[config.mk]
export PLATFORM = sky130hd
export DESIGN_NAME = regfile_sb
export DESIGN_NICKNAME = d
export VERILOG_FILES = /design/src/rtl/regfile_sb_pkg.sv /design/src/rtl/regfile_sb_clr_fsm.sv /design/src/rtl/regfile_sb.sv
export SDC_FILE = /design/constraint.sdc
export NUM_CORES = 1
export LEC_CHECK = 0
export CORE_MARGIN = 4
export CORE_UTILIZATION = 42
export CTS_BUF_LIST = sky130_fd_sc_hd__clkbuf_8 sky130_fd_sc_hd__clkbuf_16
export CTS_CLUSTER_SIZE = 24
export DETAILED_ROUTE_END_ITERATION = 10
export PLACE_DENSITY_LB_ADDON = 0.08
export RECOVER_POWER = 100
export SYNTH_ARGS = -nofsm -noshare
export SYNTH_HDL_FRONTEND = slang
export SYNTH_SLANG_ARGS = --single-unit
[constraint.sdc]
create_clock -name clk -period 6.25 [get_ports clk]
set_clock_uncertainty 0.2 [all_clocks]
set_input_delay 0.625 -clock clk [delete_from_list [all_inputs] [get_ports clk]]
set_output_delay 0.625 -clock clk [all_outputs]
set_load 0.005 [all_outputs]
[src/rtl/regfile_sb_pkg.sv]
`default_nettype none
// ============================================================================
// Module      : regfile_sb_pkg
// Description : Shared definitions for the scoreboarded register file:
//               FSM state encoding, default geometry and the helper that
//               identifies the hard-wired zero register.
// Revision    : 1.0 - initial release
// ============================================================================
package regfile_sb_pkg;

    localparam int DEF_DATA_W = 16;
    localparam int DEF_ADDR_W = 3;

    typedef enum logic [0:0] {
        ST_CLEAR = 1'b0,
        ST_IDLE  = 1'b1
    } state_e;

    // True when addr names register 0 and register 0 is hard-wired to zero.
    function automatic logic is_zero_reg(input logic [31:0] addr, input int zero_reg);
        return (zero_reg != 0) && (addr == 32'd0);
    endfunction

endpackage
`default_nettype wire

[src/rtl/regfile_sb_clr_fsm.sv]
`default_nettype none
// ============================================================================
// Module      : regfile_sb_clr_fsm
// Description : Clear-sweep controller. Walks a pointer over every register
//               after reset or on request, emitting one clear strobe per
//               cycle, then parks in IDLE with ready asserted.
// Revision    : 1.0 - initial release
// ============================================================================
module regfile_sb_clr_fsm
    import regfile_sb_pkg::*;
#(
    parameter int ADDR_W = DEF_ADDR_W
) (
    input  logic              clk,
    input  logic              reset,
    input  logic              clr_req,
    output logic              ready,
    output logic              clr_en,
    output logic              clr_start,
    output logic [ADDR_W-1:0] clr_addr
);

    state_e            state_q, state_d;
    logic [ADDR_W-1:0] ptr_q, ptr_d;

    // State and sweep pointer registers; reset restarts the sweep at entry 0.
    always_ff @(posedge clk) begin
        if (!reset) begin
            state_q <= ST_CLEAR;
            ptr_q   <= '0;
        end else begin
            state_q <= state_d;
            ptr_q   <= ptr_d;
        end
    end

    // Next state: sweep every entry once (terminal count = all ones), then idle.
    always_comb begin
        state_d = state_q;
        ptr_d   = ptr_q;
        case (state_q)
            ST_CLEAR: begin
                ptr_d = ptr_q + 1'b1;
                if (&ptr_q) begin
                    state_d = ST_IDLE;
                    ptr_d   = '0;
                end
            end
            ST_IDLE: begin
                if (clr_req) begin
                    state_d = ST_CLEAR;
                    ptr_d   = '0;
                end
            end
            default: begin
                state_d = ST_CLEAR;
                ptr_d   = '0;
            end
        endcase
    end

    // The array must not be touched while reset is held, only by the sweep proper.
    assign ready     = (state_q == ST_IDLE);
    assign clr_en    = (state_q == ST_CLEAR) && reset;
    assign clr_start = (state_q == ST_IDLE) && clr_req && reset;
    assign clr_addr  = ptr_q;

endmodule
`default_nettype wire

[src/rtl/regfile_sb.sv]
`default_nettype none
// ============================================================================
// Module      : regfile_sb
// Description : Parametrised register file with three combinational read
//               ports, a per-register busy scoreboard for issue, and a
//               sequential clear sweep after reset or on request.
//               Optional macro REGFILE_SB_BYPASS_EN enables same-cycle
//               write-to-read forwarding while idle.
// Revision    : 1.0 - initial release
// ============================================================================
module regfile_sb
    import regfile_sb_pkg::*;
#(
    parameter int DATA_W   = DEF_DATA_W,
    parameter int ADDR_W   = DEF_ADDR_W,
    parameter int ZERO_REG = 1
) (
    input  logic              clk,
    input  logic              reset,
    input  logic              clr_req,
    output logic              ready,
    input  logic [ADDR_W-1:0] rr1,
    input  logic [ADDR_W-1:0] rr2,
    output logic [DATA_W-1:0] rd1,
    output logic [DATA_W-1:0] rd2,
    output logic              busy1,
    output logic              busy2,
    input  logic              write_sig,
    input  logic [ADDR_W-1:0] wr,
    input  logic [DATA_W-1:0] wd,
    output logic [DATA_W-1:0] rd3,
    input  logic              sb_set,
    input  logic [ADDR_W-1:0] sb_addr
);

    localparam int NUM_REGS = 2 ** ADDR_W;

    logic              w_ready;
    logic              w_clr_en;
    logic              w_clr_start;
    logic [ADDR_W-1:0] w_clr_addr;

    logic              w_active;
    logic              w_wr_en;
    logic              w_sb_en;
    logic              w_fwd1, w_fwd2, w_fwd3;
    logic [DATA_W-1:0] w_raw1, w_raw2, w_raw3;

    logic [DATA_W-1:0]   mem_q [NUM_REGS];
    logic [DATA_W-1:0]   mem_d [NUM_REGS];
    logic [NUM_REGS-1:0] busy_q, busy_d;

    regfile_sb_clr_fsm #(
        .ADDR_W (ADDR_W)
    ) u_clr_fsm (
        .clk       (clk),
        .reset     (reset),
        .clr_req   (clr_req),
        .ready     (w_ready),
        .clr_en    (w_clr_en),
        .clr_start (w_clr_start),
        .clr_addr  (w_clr_addr)
    );

    assign ready    = w_ready;
    assign w_active = w_ready && reset;
    assign w_wr_en  = w_active && write_sig && !is_zero_reg(32'(wr), ZERO_REG);
    assign w_sb_en  = w_active && sb_set && !is_zero_reg(32'(sb_addr), ZERO_REG);

    // Array update: the sweep owns the array while clearing, writeback otherwise.
    always_comb begin
        mem_d = mem_q;
        if (w_clr_en) begin
            mem_d[w_clr_addr] = '0;
        end else if (w_wr_en) begin
            mem_d[wr] = wd;
        end
    end

    // Array storage; contents are deliberately not reset, the sweep zeroes them.
    always_ff @(posedge clk) begin
        mem_q <= mem_d;
    end

    // Scoreboard update: retiring write clears, issue sets, and set wins a tie.
    always_comb begin
        busy_d = busy_q;
        if (w_clr_en || w_clr_start) begin
            busy_d = '0;
        end else begin
            if (w_wr_en) begin
                busy_d[wr] = 1'b0;
            end
            if (w_sb_en) begin
                busy_d[sb_addr] = 1'b1;
            end
        end
    end

    // Scoreboard register.
    always_ff @(posedge clk) begin
        if (!reset) begin
            busy_q <= '0;
        end else begin
            busy_q <= busy_d;
        end
    end

    assign w_raw1 = is_zero_reg(32'(rr1), ZERO_REG) ? '0 : mem_q[rr1];
    assign w_raw2 = is_zero_reg(32'(rr2), ZERO_REG) ? '0 : mem_q[rr2];
    assign w_raw3 = is_zero_reg(32'(wr),  ZERO_REG) ? '0 : mem_q[wr];

`ifdef REGFILE_SB_BYPASS_EN
    // Forward only writes that will actually land, so register 0 stays zero.
    assign w_fwd1 = w_wr_en && (rr1 == wr);
    assign w_fwd2 = w_wr_en && (rr2 == wr);
    assign w_fwd3 = w_wr_en;
`else
    assign w_fwd1 = 1'b0;
    assign w_fwd2 = 1'b0;
    assign w_fwd3 = 1'b0;
`endif

    assign rd1   = !w_active ? '0 : (w_fwd1 ? wd : w_raw1);
    assign rd2   = !w_active ? '0 : (w_fwd2 ? wd : w_raw2);
    assign rd3   = !w_active ? '0 : (w_fwd3 ? wd : w_raw3);
    assign busy1 = w_active && !w_fwd1 && busy_q[rr1];
    assign busy2 = w_active && !w_fwd2 && busy_q[rr2];

endmodule
`default_nettype wire

==> impl_metrics.ini <==
[outcome]
status = complete, but fails checks
failed_checks = capacitance limit, slew limit

[sta]
drv_slew = 244
worst_pin_slew_ns = 2.69
final.setup.worst_slack_ns = 1.11
fmax_mhz = 195
period_minus_slack_ns = 5.14
rsz0062_at_grt = false
setup_viol = 0
hold_viol_final = 0
relSlewSlack_pct = -80.4
finalSetupTns_ns = 0
final_min_period_over_clock_period_pct = 82.2
holdWs_ns = 0.306

[floorplan]
core_area_um2 = 19600
dieHeight_um = 150
initial_core_util_pct = 43.0
placementRows = 51
ios = 84
die_w_um = 150
dieArea_um2 = 22400

[route]
avgRoutedWirePerCell_um = 31.4
drcViolationCount = 0
num_vias = 6908
dr.first_iter.drc_count = 959
first_pass_iters = 6
ant_nets = 0
vias_per_cell = 6.92
wl_um = 31300

[yosys]
synthesis.nets = 718
seq_area_frac_synth_pct = 42.8
yosysTopAreaCell = edfxtp_1
ys_top_cells_by_count = 112 x edfxtp_1, 104 x a22o_1, 52 x mux4_2
synth.most_common_cell = edfxtp_1
mappedNetlistArea_um2 = 8420
ys_seq_elements = 124
netlist.area_leader.share_pct = 39.9
syn_inst = 683
synth_edf_count = 112
synth.avg_cell_area_um2 = 12.3
ys_warn_count = 0
ys_types = 50
async_flop_share_pct = 0
yosys_most_used_dff = edfxtp_1
synth_area_leaders = edfxtp_1 40%, mux4_2 14%, a22o_1 11%

[cells_and_area]
drive_above_1_share_pct = 19.0
fin_util_pct = 49.5
insertedDiodeCount = 0
nFillCells = 1761
design_area_um2 = 9690
fin_cells = 998
syn2layout_area_growth_pct = 15.1
fin_nets = 755

[clocking]
postCtsHoldBufs = 0
clk_latency_ns = 0.42
cts_tree = built
cts_buffers = 17
post_cts_buffers = 0
clk_pin_slew_ns = 0.06
cts_max_level = 4
clock_tree.root_cell = clkbuf_16
cts.sinks = 124
cts_resized = 0
clock_path_buffers = 2

[pwr]
leakage_nw = 3.53
power_mw = 2.37
powerDensity_nw_per_um2 = 245
ir_drop_mv = 0.204

[flow_run]
drv_cap = 12

[worst_setup_path]
worstSetupEndpointType = output pin
reg2reg_depth = 3
regToRegStartpoint = u_clr_fsm.ready$_SDFF_PN0_
crit_end = busy1
arrival_ns = 4.31
cp-startpoint = rr1[1]
rrSetupSlack_ns = 1.61
start_kind = input port
path_max_fanout = 20
r2r-end = mem_q[55]$_DFFE_PP_
required_ns = 5.42
criticalPathCategory = in -> out

[placement]
gp_congestion = 0.823
place_area_um2 = 9250
port_buffers = 83
pre_cts_ws_ns = 1.96
detailed_place_hpwl_um = 18400
dpl.cell_count = 966

[global_routing]
grt_pass1_wl_um = 46200
grt_start_max_net_pins = 47
antenna_found_initial = 2
first_global_vias = 6958
track_usage_pct = 28.5
overflow = 0

[hold_path]
hold_class = reg -> reg
whs_path_depth = 1
[flip-flops by register name (all words and copies together) (netlist names)]
name,count
u_clr_fsm.ready,1
mem_q,112
busy_q,8
u_clr_fsm.clr_addr,3
[final cells by class]
type	instances	area [um2]	area share [%]
multi-input cells	464	4240	43.7
inverters	10	37.5	0.387
repair buffers	103	915	9.44
flip-flops and latches	124	3600	37.2
clock buffers	19	453	4.67
well taps	265	332	3.42
clock inverters	13	111	1.15
[worst min-delay path by stage]
| stage | start | to |
|---|---|---|
| after floorplan | busy_q[0]$_SDFF_PP0_ | busy_q[0]$_SDFF_PP0_ |
| after global placement | busy_q[0]$_SDFF_PP0_ | busy_q[0]$_SDFF_PP0_ |
| after detailed placement | busy_q[0]$_SDFF_PP0_ | busy_q[0]$_SDFF_PP0_ |
| after CTS | busy_q[0]$_SDFF_PP0_ | busy_q[0]$_SDFF_PP0_ |
| after global routing | busy_q[0]$_SDFF_PP0_ | busy_q[0]$_SDFF_PP0_ |
| final | busy_q[0]$_SDFF_PP0_ | busy_q[0]$_SDFF_PP0_ |
[cells in the final DEF (no fill, tap or decap), types with 3 or more instances in the layout]
cell             Yosys  routed
a21oi_1              7       8
mux4_2              52      52
and2_1              19       3
a22oi_1             13      13
buf_2               33       4
inv_1                8      13
o2bb2ai_1           15      15
buf_4               13       9
clkbuf_1            29      11
nor2b_1             25      25
o21ai_0             11      13
mux2_2              42      42
clkdlybuf4s50_1      0      32
nand2_1             36      36
nor3_1              35      35
nor2_1              25      24
clkinv_2             0       5
a31oi_1              2       6
clkbuf_16            0      17
mux2i_1              8       8
dlygate4sd3_1        0      46
edfxtp_1           112     112
a32o_1               3       3
and2_0               0      16
dfxtp_1             12      12
a22o_1             104     104
a221oi_1            32      32
[kinds of logic after synthesis]
logic type / share of synthesized area [%]
and+or+nand+nor: 9.93
adders and majority gates: 0.297
DFF: 42.8
AOI/OAI and AO/OA: 20.3
buffers and inverters: 6.20
muxes: 20.5
[where the power goes]
part / internal [mW] / total [mW] / switching [mW]
clock: 0.596 / 0.961 / 0.366
combinational: 0.169 / 0.379 / 0.210
sequential: 0.975 / 1.03 / 0.0589
total: 1.74 / 2.37 / 0.635
[critical path, stage by stage]
cell,delay (ns)
dlygate4sd3_1,0.85
clkbuf_1,1.24
mux4_2,0.66
mux2i_1,0.22
nor2_1,0.06
dlygate4sd3_1,0.64
[routing by layer]
metal  part of all wire (%)  wire length, um  vias up  global-route usage (%)
met5                      0                0        -                       0
met1                     40            12700     3507                    40.6
met4                    3.1              974        0                    9.98
li1                       -                -     2857                       -
met3                     12             3810       61                    7.30
met2                     44            13900      483                    42.4
Power figures use the tool's default switching activity.
